File: config.mk
export PLATFORM = sky130hd
export DESIGN_NAME = pcie_mmio_responder
export DESIGN_NICKNAME = d
export VERILOG_FILES = /design/src/rtl/pcie_mmio_pkg.sv /design/src/rtl/pcie_mmio_responder.sv
export SDC_FILE = /design/constraint.sdc
export NUM_CORES = 1
export LEC_CHECK = 0
export ABC_CLOCK_PERIOD_IN_PS = 2850
export BUFFER_PORTS_ARGS = -buffer_cell sky130_fd_sc_hd__buf_2
export CORE_MARGIN = 3
export CORE_UTILIZATION = 45
export CTS_BUF_LIST = sky130_fd_sc_hd__clkbuf_4
export CTS_CLUSTER_SIZE = 8
export DETAILED_ROUTE_END_ITERATION = 7
export GPL_TIMING_DRIVEN = 0
export PLACE_DENSITY_LB_ADDON = 0.15
export SLEW_MARGIN = 20
export SYNTH_ARGS = -nofsm -noshare
export SYNTH_HDL_FRONTEND = slang
export SYNTH_SLANG_ARGS = --single-unit
export TNS_END_PERCENT = 30
File: constraint.sdc
create_clock -name system_clock -period 2.85 [get_ports system_clock]
set_clock_uncertainty 0.05 [all_clocks]
set_input_delay 0.285 -clock system_clock [delete_from_list [all_inputs] [get_ports system_clock]]
set_output_delay 0.285 -clock system_clock [all_outputs]
set_load 0.1 [all_outputs]
File: src/rtl/pcie_mmio_pkg.sv
// Shared definitions for the PCIe MMIO AXI4-Lite responder: register map,
// default ID word, AXI response codes and FSM state encodings.
package pcie_mmio_pkg;

    localparam int unsigned OFF_ID       = 32'h00;
    localparam int unsigned OFF_SCRATCH  = 32'h04;
    localparam int unsigned OFF_CONTROL  = 32'h08;
    localparam int unsigned OFF_STATUS   = 32'h0C;
    localparam int unsigned OFF_DOORBELL = 32'h10;
    localparam int unsigned OFF_CYCLES   = 32'h14;
    localparam int unsigned OFF_GEN      = 32'h18;

    localparam logic [31:0] ID_VALUE_DEFAULT = 32'hAC0A_0001;

    typedef enum logic [1:0] {
        RESP_OKAY   = 2'b00,
        RESP_SLVERR = 2'b10
    } axi_resp_t;

    typedef enum logic [1:0] {
        W_IDLE,
        W_COMMIT,
        W_RESP
    } wr_state_t;

    typedef enum logic {
        R_IDLE,
        R_RESP
    } rd_state_t;

endpackage

File: src/rtl/pcie_mmio_responder.sv
// AXI4-Lite completer exposing a small control/status register file to the host.
// Optional build macro MMIO_DECODE_ERR_EN: out-of-range accesses answer SLVERR instead of OKAY.
module pcie_mmio_responder
    import pcie_mmio_pkg::*;
#(
    parameter int          ADDR_WIDTH = 12,
    parameter int          REG_COUNT  = 16,
    parameter logic [31:0] ID_VALUE   = ID_VALUE_DEFAULT
) (
    input  logic                  system_clock,
    input  logic                  system_reset_n,
    input  logic [ADDR_WIDTH-1:0] s_awaddr,
    input  logic                  s_awvalid,
    output logic                  s_awready,
    input  logic [31:0]           s_wdata,
    input  logic [3:0]            s_wstrb,
    input  logic                  s_wvalid,
    output logic                  s_wready,
    output logic [1:0]            s_bresp,
    output logic                  s_bvalid,
    input  logic                  s_bready,
    input  logic [ADDR_WIDTH-1:0] s_araddr,
    input  logic                  s_arvalid,
    output logic                  s_arready,
    output logic [31:0]           s_rdata,
    output logic [1:0]            s_rresp,
    output logic                  s_rvalid,
    input  logic                  s_rready,
    output logic [31:0]           control,
    input  logic [31:0]           status,
    output logic                  doorbell
);

    localparam int IW = ADDR_WIDTH - 2;
    localparam int SW = $clog2(REG_COUNT);

    localparam logic [IW-1:0] IX_ID       = IW'(OFF_ID >> 2);
    localparam logic [IW-1:0] IX_SCRATCH  = IW'(OFF_SCRATCH >> 2);
    localparam logic [IW-1:0] IX_CONTROL  = IW'(OFF_CONTROL >> 2);
    localparam logic [IW-1:0] IX_STATUS   = IW'(OFF_STATUS >> 2);
    localparam logic [IW-1:0] IX_DOORBELL = IW'(OFF_DOORBELL >> 2);
    localparam logic [IW-1:0] IX_CYCLES   = IW'(OFF_CYCLES >> 2);
    localparam logic [IW-1:0] IX_GEN      = IW'(OFF_GEN >> 2);
    localparam logic [IW-1:0] IX_LIMIT    = IW'(REG_COUNT);

`ifdef MMIO_DECODE_ERR_EN
    localparam axi_resp_t DECODE_RESP = RESP_SLVERR;
`else
    localparam axi_resp_t DECODE_RESP = RESP_OKAY;
`endif

    wr_state_t       w_state, w_next;
    rd_state_t       r_state, r_next;
    logic            aw_got, w_got;
    logic [IW-1:0]   aw_idx;
    logic [31:0]     wdata_q;
    logic [3:0]      wstrb_q;
    axi_resp_t       bresp_q, rresp_q;
    logic [31:0]     rdata_q;
    logic [31:0]     regs [REG_COUNT];
    logic [31:0]     status_q;
    logic [31:0]     cycles;
    logic [31:0]     rd_word;
    logic [IW-1:0]   ar_idx;
    logic            aw_hs, w_hs, ar_hs;
    logic            aw_hit, ar_hit, aw_writable;

    wire unused_addr_lsb = ^{s_awaddr[1:0], s_araddr[1:0]};

    assign ar_idx      = s_araddr[ADDR_WIDTH-1:2];
    assign aw_hit      = aw_idx < IX_LIMIT;
    assign ar_hit      = ar_idx < IX_LIMIT;
    assign aw_writable = aw_hit && (aw_idx == IX_SCRATCH || aw_idx == IX_CONTROL || aw_idx >= IX_GEN);

    assign s_awready = (w_state == W_IDLE) && !aw_got;
    assign s_wready  = (w_state == W_IDLE) && !w_got;
    assign s_bvalid  = (w_state == W_RESP);
    assign s_bresp   = bresp_q;
    assign s_arready = (r_state == R_IDLE);
    assign s_rvalid  = (r_state == R_RESP);
    assign s_rdata   = rdata_q;
    assign s_rresp   = rresp_q;

    assign aw_hs = s_awvalid && s_awready;
    assign w_hs  = s_wvalid && s_wready;
    assign ar_hs = s_arvalid && s_arready;

    assign control  = regs[IX_CONTROL[SW-1:0]];
    assign doorbell = (w_state == W_COMMIT) && (aw_idx == IX_DOORBELL) && (|wstrb_q);

    always_ff @(posedge system_clock) begin
        if (!system_reset_n) begin
            w_state <= W_IDLE;
            r_state <= R_IDLE;
        end else begin
            w_state <= w_next;
            r_state <= r_next;
        end
    end

    // AW and W may arrive in either order; commit once both halves are held.
    always_comb begin
        w_next = w_state;
        unique case (w_state)
            W_IDLE:   if ((aw_got || aw_hs) && (w_got || w_hs)) w_next = W_COMMIT;
            W_COMMIT: w_next = W_RESP;
            W_RESP:   if (s_bready) w_next = W_IDLE;
            default:  w_next = W_IDLE;
        endcase
    end

    always_comb begin
        r_next = r_state;
        unique case (r_state)
            R_IDLE:  if (s_arvalid) r_next = R_RESP;
            R_RESP:  if (s_rready) r_next = R_IDLE;
            default: r_next = R_IDLE;
        endcase
    end

    always_comb begin
        rd_word = '0;
        if (ar_hit) begin
            if (ar_idx == IX_ID)            rd_word = ID_VALUE;
            else if (ar_idx == IX_STATUS)   rd_word = status_q;
            else if (ar_idx == IX_DOORBELL) rd_word = '0;
            else if (ar_idx == IX_CYCLES)   rd_word = cycles;
            else                            rd_word = regs[ar_idx[SW-1:0]];
        end
    end

    always_ff @(posedge system_clock) begin
        if (!system_reset_n) begin
            aw_got   <= 1'b0;
            w_got    <= 1'b0;
            aw_idx   <= '0;
            wdata_q  <= '0;
            wstrb_q  <= '0;
            bresp_q  <= RESP_OKAY;
            rresp_q  <= RESP_OKAY;
            rdata_q  <= '0;
            status_q <= '0;
            cycles   <= '0;
            for (int i = 0; i < REG_COUNT; i++) regs[i] <= '0;
        end else begin
            cycles   <= cycles + 32'd1;
            status_q <= status;
            if (aw_hs) begin
                aw_got <= 1'b1;
                aw_idx <= s_awaddr[ADDR_WIDTH-1:2];
            end
            if (w_hs) begin
                w_got   <= 1'b1;
                wdata_q <= s_wdata;
                wstrb_q <= s_wstrb;
            end
            // Register update lands at the end of the commit cycle, so a read
            // captured during commit still sees the old contents.
            if (w_state == W_COMMIT) begin
                aw_got  <= 1'b0;
                w_got   <= 1'b0;
                bresp_q <= aw_hit ? RESP_OKAY : DECODE_RESP;
                if (aw_writable) begin
                    for (int b = 0; b < 4; b++)
                        if (wstrb_q[b]) regs[aw_idx[SW-1:0]][8*b +: 8] <= wdata_q[8*b +: 8];
                end
            end
            if (ar_hs) begin
                rdata_q <= rd_word;
                rresp_q <= ar_hit ? RESP_OKAY : DECODE_RESP;
            end
        end
    end

endmodule
### Word level (Yosys, flattened, before mapping)

Memory sizes are Yosys's and may differ from the RTL's.
Cells that the tools add are included.

| word-level totals | value |
|---|---|
| bits in read-only memories | 0 |
| word-level logic and storage cells | 83 |
| register bits | 147 |
| output and inout bits | 74 |
| memories | 1 |
| bits in writable memories | 512 |
| bits in latches | 0 |

Memory list:

| memory | depth | width | read ports | clocked after memory_dff | write ports | RTL line | source |
|---|---|---|---|---|---|---|---|
| regs | 16 | 32 | 2 | 0 | 16 | pcie_mmio_responder.sv:60 | `logic [31:0] regs [REG_COUNT];` |

| operators by class | value |
|---|---|
| $lt $le $gt $ge | 3 |
| reductions and logical operators | 21 |
| equality and inequality tests | 10 |
| shifts and indexed selects | 0 |
| div/mod/pow operators | 0 |
| add/sub/neg operators | 1 |
| multipliers | 0 |
| mux-type cells | 35 |
| bitwise operators | 2 |

Operator list:

| cell | number |
|---|---|
| 2-to-1 mux 32 bit | 6 |
| adder 32 x 1 -> 32 bit (second input constant) | 1 |
| OR reduction 32 bit | 1 |
| == test 10 x 3 -> 1 bit (second input constant) | 3 |
| 2-to-1 mux 1 bit | 23 |
| == test 10 x 2 -> 1 bit (second input constant) | 2 |
| < comparator 10 x 5 -> 1 bit (second input constant) | 2 |
| == test 10 x 1 -> 1 bit (second input constant) | 1 |
| >= comparator 10 x 3 -> 1 bit (second input constant) | 1 |
| logical NOT 10 bit | 1 |
| logical AND 1 bit | 9 |
| 2-to-1 mux 4 bit | 2 |
| case mux 2 bit (3 select lines) | 1 |
| logical OR 1 bit | 4 |
| 2-to-1 mux 2 bit | 2 |
| inequality test 2 x 1 -> 1 bit (second input constant) | 2 |
| OR reduction 4 bit | 1 |
| == test 2 x 1 -> 1 bit (second input constant) | 1 |
| == test 2 bit (second input constant) | 1 |
| logical NOT 1 bit | 2 |
| logical NOT 2 bit | 1 |
| inverter 1 bit | 2 |
| case mux 1 bit (2 select lines) | 1 |
| AND reduction 2 bit | 1 |
| OR reduction 2 bit | 1 |

### Longest topological paths before layout

Gate-level depths: netlist of run 1.

| logic depth | value |
|---|---|
| word-level depth | 10 |
| depth in mapped cells | 8 |
| mapped depth without buffers | 6 |

### Least setup slack after synthesis of run 1

OpenSTA, ideal clock, no wires.

| path | value |
|---|---|
| kind | reg2reg |
| start | register w_state[1] |
| end | register wdata_q[22] |
| cell stages (with the launch flop) | 6 |
| arrival time | 3.510 ns |
| buffers on the path | 1 |
| setup slack | -0.843 ns |
| required time | 2.668 ns |
| cell sequence | dfxtp_1 > nor3_1 > nand2_1 > clkbuf_1 > nand2_1 > a21oi_1 |

| between the ends | value |
|---|---|
| word-level cells in the longest chain between the ends | 3 |

RTL lines:

| element | RTL line | source |
|---|---|---|
| from (decl) | pcie_mmio_responder.sv:52 | `wr_state_t w_state, w_next;` |
| from (signal assigned) | pcie_mmio_responder.sv:96 | `w_state <= w_next;` |
| logical NOT 2 bit | pcie_mmio_responder.sv:76 | `assign s_wready = (w_state == W_IDLE) && !w_got;` |
| logical AND 1 bit | pcie_mmio_responder.sv:76 |  |
| net s_wready | pcie_mmio_responder.sv:18 | `output logic s_wready,` |
| logical AND 1 bit | pcie_mmio_responder.sv:85 | `assign w_hs = s_wvalid && s_wready;` |
| to (signal assigned) | pcie_mmio_responder.sv:154 | `wdata_q <= s_wdata;` |
| to (decl) | pcie_mmio_responder.sv:56 | `logic [31:0] wdata_q;` |

The timed path passes the listed nets, and every way through them passes these cells.
A chain may end at the register's enable or synchronous reset.

==> results.md, run 1 <==
* Slew Limit Fails at 0
* CTS root buf: clkbuf_4
* WL/cell at 22.2 um
* Worst setup SP type: flop
* Pre-CTS setup slack at -0.616 ns
* Most numerous cell in the Yosys netlist: edfxtp_1
* Xor and xnor area share after synthesis at 0.00877
* DIE WIDTH at 260 um
* 1st-pass router iterations at 6
* Die area at 67400 um2
* Kind of end point of the critical path: flop
* Worst rel slew slack at 0.232
* Crit Path Category: flop to flop
* Yosys reg bits at between 600 and 700
* Critical path's largest stage delay at roughly 0.37 ns
* Cell Pwr Density at 602 nW/um2
* Count of warnings emitted by yosys at 0
* Top-area cell type share of the netlist area at 0.531
* Top cell by count, worst path: clkbuf_1
* Worst EP arrival at 3.46 ns
* Gr ovfl total at 0
* Area Growth Syn to Fin at 23.8%
* Cell Chain, Critical Path: nor3_2 -> and4b_1 -> clkbuf_1 -> a21boi_0 -> and3_1 -> clkbuf_1 -> nand2b_2
* Post-DP HPWL at ~62000 um
* Routed Antenna Nets at 0
* Final routed DRC violation total at 0
* Placer Congestion at 0.881
* Row count at 92
* Synth area leaders: edfxtp_1 53%, dfxtp_1 10%, and2_1 8.1%
* Synth Instances at 2180
* Vias in the first global route at 20800
* Largest net degree at the start of global routing at 19
* Commonest cells post-synth: 512 x edfxtp_1, 373 x and2_1, 147 x dfxtp_1, 145 x nand2_1, 126 x clkbuf_1
* Initial antenna violation count at 2
* Post-synthesis compound-gate area fraction at 0.0851
* Register area share after synthesis at 0.633
* Worst Path Required at 3.47 ns
* First-pass GRT wire length at 126000 um
* Die Span Y at 260 um
* Top-Level Pins at 173
* Status: finished clean
* Slowest CP cell: a21boi_0
* Total CTS buffers at 175
* Global Route Usage Sum at 0.255
* Count of cell types in the netlist at 49
* Buffers on Ports at 163
* CTS sink cnt at 659
* RSZ-0062 raised after global routing: yes
* Via count at ~20000
* CP max FO at 9
* CTS tree: done
* Nets@finish at 2956
* Final hold vios at 0
* Drt total wl at 85200 um
* Synth Cell Area at between 20000 and 30000 um2
* Hold Path Class: input pin to flop
* Placed cells at roughly 3300
* Fin crit share at 0.998
* Largest buffer count on any clock path at 3
* Core area at between 60000 and 70000 um2
* Htree depth at 4
* Fraction of layout cells with a size suffix above 1 at 0.230
* Largest family of logic cells by synthesized area: simple AND/OR/NAND/NOR gates
* Vias/cell at 5.27
* Clk_lat worst skew at 1.00 ns
* Number of enable flip-flop cells after synthesis at 512
* Ys flop type: edfxtp_1
* 1st-iter DRT viols at 2032
* Setup TNS Final at 0 ns
* Max rail drop VDD at 0.000330 V
* Mean Syn Cell Area at 13.3 um2
* Final worst slack at 0.00639 ns
* Final Core Density at 0.566
* Post-Synth Adder-Cell Area at 0.000432
* Lkg Pwr at 13.8 nW
* Worst Tran Pin Value at between 1 and 1.5 ns
* Post-synth top area cell: edfxtp_1
* Clock period minus worst slack at 2.84 ns
* Max Fclk at 352 MHz
* Synth Area in Simple Gates at 0.146
* Effective utilization at floorplan at 0.457
* Mux cell area share after synthesis at 0.0982
* Max Cap Viol at 0
* Non-Filler Instances at between 3000 and 4000
* Setup violations, final at 0
* Clock transition at path regs at 0.07 ns
* Asr flop ratio synth at 0
report_power, final:
part           internal, mW  leakage (nW)  total (mW)  switching (mW)
Clock                  4.66          1.38        8.57            3.91
Sequential             10.8          6.42        10.9           0.187
Combinational         0.743          5.96        2.07            1.33
Total                  16.2          13.8        21.6            5.43
cell usage in the layout, fill, tap and decap left out, drive strengths merged, types with 40 or more instances in the layout:
cell / count
edfxtp: 512
o21ai: 103
mux4: 96
buf: 217
and3: 64
dfxtp: 147
a21oi: 97
nor2: 111
dlygate4sd3: 201
conb: 132
and2: 374
clkbuf: 394
nand2: 145
a211oi: 40
final cells by class:
| type | count | area (um2) |
|---|---|---|
| Antenna cell | 2 | 5.00 |
| Clock buffer | 271 | 2030 |
| Sequential cell | 659 | 18300 |
| Inverter | 21 | 78.8 |
| Tap cell | 846 | 1060 |
| Buffer | 170 | 748 |
| Fill cell | 5270 | 27500 |
| Multi-Input combinational cell | 1458 | 10400 |
| Clock inverter | 39 | 263 |
| Timing Repair Buffer | 371 | 2900 |
flip-flops by register name (all words and copies together), names as in the netlist:
register,cells
aw_got,1
aw_idx,10
cycles,32
regs,512
s_rdata,32
s_rvalid,1
status_q,32
w_got,1
w_state,2
wdata_q,32
wstrb_q,4
what timing repair did:
item	CTS	global route
pin swaps	4	1
hold buffers	201	0
endpoints found under the setup margin	346	197
gates resized for setup	47	11
setup buffers	6	1
endpoints found under the hold margin	114	0
routing by layer:
metal,wire [um],share of wire,global-route usage,vias to the layer above
li1,-,-,-,9365
met1,35300,0.41,0.333,9900
met2,41000,0.48,0.420,820
met3,6850,0.080,0.0627,136
met4,2050,0.024,0.0813,0
met5,0,0,0,-
worst paths after layout:
kind	start	end	slack [ns]	cells past startpoint
worst max-delay path	aw_idx[5]$_SDFFE_PN0P_	regs[7][19]$_SDFFCE_PN0P_	0.006	7
worst min-delay path	s_wdata[22]	wdata_q[22]$_SDFFE_PN0P_	0.12	4
worst max register to register	aw_idx[5]$_SDFFE_PN0P_	regs[7][19]$_SDFFCE_PN0P_	0.006	7
worst min register to register	wdata_q[28]$_SDFFE_PN0P_	wdata_q[28]$_SDFFE_PN0P_	0.43	2
worst max-delay path, delay by kind of cell, from the launching register on:
family / cells / cell delay (ns)
flip-flops: 1 / 0.33
AO/OA/AOI/OAI: 1 / 0.37
AND/OR/NAND/NOR: 4 / 1.17
buffers and inverters: 2 / 0.58
stage by stage:
stage | instance area (um2) | hold WS (ns) | power (mW)
after detailed placement | 31300 | 0.404 | 12.9
after floorplan | 29400 | 0.335 | 12.2
after global routing | 35800 | 0.0345 | 22.5
after global placement | 31300 | 0.394 | 12.9
after CTS | 35800 | 0.00987 | 21.7
final | 35800 | 0.123 | 21.6
logic make-up after synthesis:
kind of cell | Yosys count
adders and majority gates | 1
muxes | 160
and+or+nand+nor | 773
other | 1
xor gates and xnor gates | 29
DFF | 659
AOI/OAI and AO/OA | 363
buffers and inverters | 194
Power figures use the tool's default switching activity.
==> inputs of run 2 (changes only) <==
--- a/config.mk
+++ b/config.mk
@@ -12,7 +12,6 @@
 export CTS_BUF_LIST = sky130_fd_sc_hd__clkbuf_4
 export CTS_CLUSTER_SIZE = 8
 export DETAILED_ROUTE_END_ITERATION = 7
-export GPL_TIMING_DRIVEN = 0
 export PLACE_DENSITY_LB_ADDON = 0.15
 export SLEW_MARGIN = 20
 export SYNTH_ARGS = -nofsm -noshare
==> run 2 against run 1 <==
Flip-flop and latch count unchanged. Non-clock buffer count decreased by 16. Via count decreased by 2.5%. Die area unchanged.
==> results.md, run 2 (synthesis results as in run 1) <==
* Status: finished clean
* Net Sw Power at 5.29 mW (-2.6%)
* Final hold vios at 0 (unchanged)
* Vias/cell at 5.17 (-1.9%)
* Sw frac at 0.247 (-0.00396)
* Max Fclk at 364 MHz (+3.5%)
* Hold Path Class: input pin to flop
* Setup violations, final at 0 (unchanged)
* Most frequent cells in the layout: 512 x edfxtp_1, 373 x and2_1, 266 x clkbuf_4
* Worst EP arrival at 2.41 ns (-1.05 ns)
* Area Growth Syn to Fin at 25.3%
* Kind of end point of the critical path: output port
* DIE WIDTH at 260 um (unchanged)
* Slew Limit Fails at 0 (unchanged)
* Final Core Density at 0.573 (+0.00682)
* Highest metal used: met4
* Routed Antenna Nets at 0 (unchanged)
* Largest buffer count on any clock path at 3 (unchanged)
* Cell Pwr Density at 589 nW/um2 (-2.2%)
* Clock period minus worst slack at 2.75 ns (-0.0965 ns)
* Lkg Pwr at 14.2 nW (+3.1%)
* Top-Level Pins at 173 (unchanged)
* Largest net degree at the start of global routing at 120 (+101)
* Die Span Y at 260 um (unchanged)
* Reg power frac at 0.517 (+0.010)
* Clock transition at path regs at 0.06 ns (about the same)
* Fin crit share at 0.964 (-0.0338)
* Worst rel slew slack at 0.439 (+0.206)
* Worst Tran Pin Value at 0.842 ns (-0.309 ns)
* Core area at 63300 um2 (unchanged)
* Worst Path Required at 2.52 ns (-0.95 ns)
* Clk pwr share at 0.391 (-0.006)
* Power Total at 21.4 mW (-1.0%)
* Initial antenna violation count at 3 (+1)
* Max rail drop VDD at 0.000353 V (+6.8%)
* Effective utilization at floorplan at 0.457 (unchanged)
* WL/cell at 20.2 um (-8.9%)
* Nets@finish at 2941 (-0.51%)
* CP max FO at 6 (-3)
* Worst setup SP type: flop
* Final routed DRC violation total at 0 (unchanged)
* Biggest register: regs
* Commonest non-fill, non-tap cell in the layout: edfxtp_1
* Drt total wl at 77200 um (-9.4%)
* Crit Path Category: flop to output port
* Max Cap Viol at 0 (unchanged)
* Fraction of layout cells with a size suffix above 1 at 0.256 (+0.0262)
* Post-DP HPWL at 51400 um (-18%)
* Total CTS buffers at 176 (+0.57%)
* Combinational Power Share at 0.092 (-0.004)
* Global Route Usage Sum at 0.232 (-0.0223)
* Routed length on met2 at 36500 um (-11%)
* CTS root buf: clkbuf_4
* Row count at 92 (unchanged)
* Wl on met1 at 33500 um (-5.1%)
* Via count at 19700 (-2.5%)
* 1st-pass router iterations at 5 (-1)
* CTS sink cnt at 659 (unchanged)
* Met3 Wirelength at 5410 um (-21%)
* RSZ-0062 raised after global routing: yes
* Htree depth at 4 (unchanged)
* Vias in the first global route at 20400 (-1.8%)
* Clk_lat worst skew at 1.00 ns (about the same)
* Buffers on Ports at 164 (+0.61%)
* Internal power at 16.1 mW (-0.52%)
* Placer Congestion at 0.836 (-5.1%)
* CTS tree: done
* First-pass GRT wire length at 118000 um (-6.8%)
* Die area at 67400 um2 (unchanged)
* Gr ovfl total at 0 (unchanged)
* 1st-iter DRT viols at 1643 (-19%)
* Max FFs per register at 512 (unchanged)
## run 2: cell types whose count changed in the layout (fill, tap and decap cells not counted), moves of 5 or more
cell / delta
clkbuf_4: -5
buf_2: -26
buf_1: -8
o21ai_1: -18
o21ai_2: -17
buf_4: +119
clkbuf_1: -119
o21ai_0: +36
dlygate4sd3_1: +14
buf_12: +9
## run 2: cell type report
type	instances	area, um2
inverter	21	81.3
sequential	659	18300
timing repair buffer	525	4220
clock buffer	266	2000
tap	846	1060
multi-input combinational	1458	10300
fill	5243	27000
clock inverter	39	235
antenna	2	5.00
## run 2: layer usage
| metal | up-vias | global-route usage |
|---|---|---|
| met5 | - | 0 |
| met4 | 0 | 0.0807 |
| met2 | 618 | 0.377 |
| li1 | 9317 | - |
| met1 | 9660 | 0.307 |
| met3 | 125 | 0.0567 |
## run 2: metrics by stage
step,setup WS (ns),cells,hold slack [ns],setup TNS (ns),area [um2]
finish,0.103,3816,0.130,0,36300
global route,-0.0446,3815,0.0516,-0.0446,36300
CTS,-0.0457,3814,0.0150,-0.0457,36300
detailed placement,0.286,3291,0.403,0,31800
global placement,0.325,3291,0.395,0,31800
floorplan,-0.716,2311,0.335,-8.48,29400
## run 2: critical path: stages, from the launching register on
cell and delay (ns):
dfxtp_2 0.34, nor4b_4 0.25, buf_4 0.18, nand3_2 0.09, buf_6 0.14, nor3_4 0.19, buf_12 0.21
## run 2: timing repair
| item | CTS | global route |
|---|---|---|
| hold buffers | 215 | 0 |
| setup buffers | 3 | 0 |
| endpoints found under the setup margin | 1 | 5 |
| pin swaps | 1 | 0 |
| gates cloned | 0 | 0 |
| hold endpoints to repair | 230 | 0 |
| gates resized for setup | 9 | 3 |
## run 2: power by group through the flow
| stage | Sequential [mW] | Clock (mW) | Combinational [mW] |
|---|---|---|---|
| CTS | 11.0 | 8.56 | 1.95 |
| floorplan | 11.2 | 0 | 1.05 |
| detailed placement | 11.2 | 0 | 1.70 |
| finish | 11.0 | 8.35 | 1.97 |
| global route | 11.1 | 9.06 | 2.12 |
| global placement | 11.2 | 0 | 1.68 |
## run 2: final timing paths
path | end | cells after the start | from | slack, ns
max | doorbell | 6 | aw_idx[9]$_SDFFE_PN0P_ | 0.10
min | s_rdata[30]$_SDFFE_PN0P_ | 6 | s_araddr[8] | 0.13
min reg2reg | cycles[0]$_SDFF_PN0_ | 1 | cycles[0]$_SDFF_PN0_ | 0.43
max reg2reg | wdata_q[31]$_SDFFE_PN0P_ | 8 | w_state[1]$_SDFFE_PN0P_ | 0.11
==> inputs of run 3 (changes only) <==
--- a/config.mk
+++ b/config.mk
@@ -5,7 +5,7 @@
 export SDC_FILE = /design/constraint.sdc
 export NUM_CORES = 1
 export LEC_CHECK = 0
-export ABC_CLOCK_PERIOD_IN_PS = 2850
+export ABC_CLOCK_PERIOD_IN_PS = 2300
 export BUFFER_PORTS_ARGS = -buffer_cell sky130_fd_sc_hd__buf_2
 export CORE_MARGIN = 3
 export CORE_UTILIZATION = 45
==> constraint.sdc (replaced) <==
create_clock -name system_clock -period 2.3 [get_ports system_clock]
set_clock_uncertainty 0.05 [all_clocks]
set_input_delay 0.23 -clock system_clock [delete_from_list [all_inputs] [get_ports system_clock]]
set_output_delay 0.23 -clock system_clock [all_outputs]
set_load 0.1 [all_outputs]
==> run 3 against run 2 <==
The flow now finishes with violations (setup timing). Total power rose by 25%. Die area did not move. Clock power grew 26%. Register-to-register slack lost 0.04 ns. Highest routed layer unchanged. Routed wire length shrank 2.9%. Non-clock buffer count grew 69. Flip-flop and latch count did not move. Worst hold slack lost 0.047 ns. First-iteration DRC count down 13%. Largest cell class unchanged. Critical path depth down 1. Combinational power increased by 31%. Sequential share of layout area fell by 1.3 points.
==> results.md, run 3 (synthesis results as in run 1) <==
* Status: finished with violations
* Violated checks: setup timing
* CTS root buf: clkbuf_4
* Worst EP arrival at 2.29 ns (-0.12 ns)
* Crit Path Category: flop to output port
* Clk pwr share at 0.392 (about the same)
* Worst setup SP type: flop
* Commonest non-fill, non-tap cell in the layout: edfxtp_1
* Drt total wl at 74900 um (-2.9%)
* Final routed DRC violation total at 0 (unchanged)
* Final worst slack at -0.273 ns (-0.376 ns)
* Routed Antenna Nets at 0 (unchanged)
* Reg power frac at 0.511 (-0.006)
* Max Cap Viol at 0 (unchanged)
* WL/cell at 19.3 um (-4.6%)
* Vias/cell at 5.10 (-1.3%)
* Area after DPL at 32300 um2 (+1.4%)
* Power Total at 26.8 mW (+25%)
* Core area at 63300 um2 (unchanged)
* Placer Congestion at 0.822 (-1.7%)
* Vias in the first global route at 20800 (+1.7%)
* RSZ-0062 raised after global routing: yes
* Total CTS buffers at 172 (-2.3%)
* Slew Limit Fails at 0 (unchanged)
* Setup TNS Final at -0.273 ns (-0.273 ns)
* Hold Path Class: input pin to flop
* Effective utilization at floorplan at 0.457 (unchanged)
* Final hold vios at 0 (unchanged)
* Row count at 92 (unchanged)
* Worst Path Buf+Inv at 2 (-1)
* First-pass GRT wire length at 117000 um (-0.77%)
* Fraction of layout cells with a size suffix above 1 at 0.269 (+0.0121)
* Clk_lat worst skew at 0.98 ns (-0.02 ns)
* Area Growth Syn to Fin at 28.7%
* Cell Pwr Density at 719 nW/um2 (+22%)
* Post-DP HPWL at 50600 um (-1.4%)
* Buffers on Ports at 164 (unchanged)
* Largest buffer count on any clock path at 3 (unchanged)
* 1st-pass router iterations at 5 (unchanged)
* Gr ovfl total at 0 (unchanged)
* Fin crit share at 1.12
* Lkg Pwr at 14.5 nW (+2.5%)
* Worst Path Required at 2.02 ns (-0.50 ns)
* Via count at 19800 (+0.45%)
* Worst rel slew slack at 0.566 (+0.127)
* CTS tree: done
* Clock period minus worst slack at 2.57 ns
* Non-Filler Instances at 3884 (+1.8%)
* Net Sw Power at 6.53 mW (+24%)
* Critical path's largest stage delay at 0.32 ns (-0.02 ns)
* WHS at 0.0834 ns (-0.0468 ns)
* Largest net degree at the start of global routing at 98 (-18%)
* Top-Level Pins at 173 (unchanged)
* Max FFs per register at 512 (unchanged)
* Most frequent cells in the layout: 512 x edfxtp_1, 373 x and2_1, 255 x clkbuf_4
* Worst Tran Pin Value at 0.650 ns (-0.192 ns)
* Setup crit start: aw_idx[7]$_SDFFE_PN0P_
* Pre-CTS setup slack at -0.0136 ns (-0.300 ns)
* Nets@finish at 3006 (+2.2%)
* Final Core Density at 0.588 (+0.0155)
* Die Span Y at 260 um (unchanged)
* Max rail drop VDD at 0.000447 V (+27%)
* Worst reg2reg startpoint: aw_idx[9]$_SDFFE_PN0P_
* Internal power at 20.2 mW (+26%)
* Max Fclk at 389 MHz
* CP max FO at 3 (-3)
* Global Route Usage Sum at 0.227 (-0.00507)
* Cell Chain, Critical Path: nor3_2 -> buf_4 -> nand3b_1 -> nor3_4 -> buf_12
* Biggest register: regs
* Placed cells at 3326 (+1.1%)
* Die area at 67400 um2 (unchanged)
* Clock transition at path regs at 0.06 ns (about the same)
* Htree depth at 4 (unchanged)
* Slowest CP cell: dfxtp_1
* Setup violations, final at 1 (+1)
* Post-route cell area at 37200 um2 (+2.7%)
* DIE WIDTH at 260 um (unchanged)
* Kind of end point of the critical path: output port
* Initial antenna violation count at 1 (-2)
* Sw frac at 0.244 (-0.00344)
* Combinational Power Share at 0.097 (+0.005)
* 1st-iter DRT viols at 1433 (-13%)
* CTS sink cnt at 659 (unchanged)
* CP delay by family, top: simple AND/OR/NAND/NOR gates
* Worst min-delay path startpoint: s_araddr[3]
-- run 3: cell types whose count changed in the layout (fill, tap and decap cells not counted), sizes merged --
cell	previous run	this run
clkbuf	266	255
bufinv	3	6
clkinv	27	36
diode	2	3
inv	28	22
dlygate4sd3	215	248
buf	310	346
clkinvlp	2	5
-- run 3: power by group through the flow --
stage / registers [mW] / clock network [mW] / logic, mW
after global placement: 13.9 / 0 / 2.13
after CTS: 13.7 / 10.8 / 2.56
after global routing: 13.7 / 11.5 / 2.79
final: 13.7 / 10.5 / 2.59
after detailed placement: 13.9 / 0 / 2.16
after floorplan: 13.9 / 0 / 1.31
-- run 3: worst min-delay path, delay by kind of cell --
family                 cells  cell delay (ns)
AO/OA/AOI/OAI              2             0.40
buffers and inverters      2             0.42
-- run 3: routing by layer --
layer	track usage	up-vias	share of wire	routed length (um)
met5	0	-	0	0
met3	0.0544	111	0.063	4680
li1	-	9450	-	-
met4	0.0816	0	0.023	1740
met2	0.364	589	0.48	35700
met1	0.304	9659	0.44	32800
-- run 3: cell type report --
cell class,instances,area (um2)
Inverter,21,85.1
Clock buffer,255,1910
Tap cell,846,1060
Antenna cell,3,7.51
Multi-Input combinational cell,1458,10400
Sequential cell,659,18300
Clock inverter,48,375
Timing Repair Buffer,594,5050
Fill cell,5128,26100
-- run 3: what timing repair did --
| action | in CTS | in global routing |
|---|---|---|
| setup buffers | 4 | 0 |
| hold buffers | 248 | 1 |
| setup endpoints to repair | 22 | 230 |
| hold endpoints to repair | 457 | 2 |
| pin swaps | 6 | 0 |
| resized for setup | 36 | 21 |
| cloned | 0 | 0 |
-- run 3: final timing paths --
path / end / slack, ns / cells past startpoint
hold / removal: s_rdata[25]$_SDFFE_PN0P_ / 0.08 / 4
hold reg to reg: aw_idx[4]$_SDFFE_PN0P_ / 0.43 / 2
setup / recovery: doorbell / -0.27 / 5
setup reg to reg: regs[11][12]$_SDFFCE_PN0P_ / 0.07 / 8
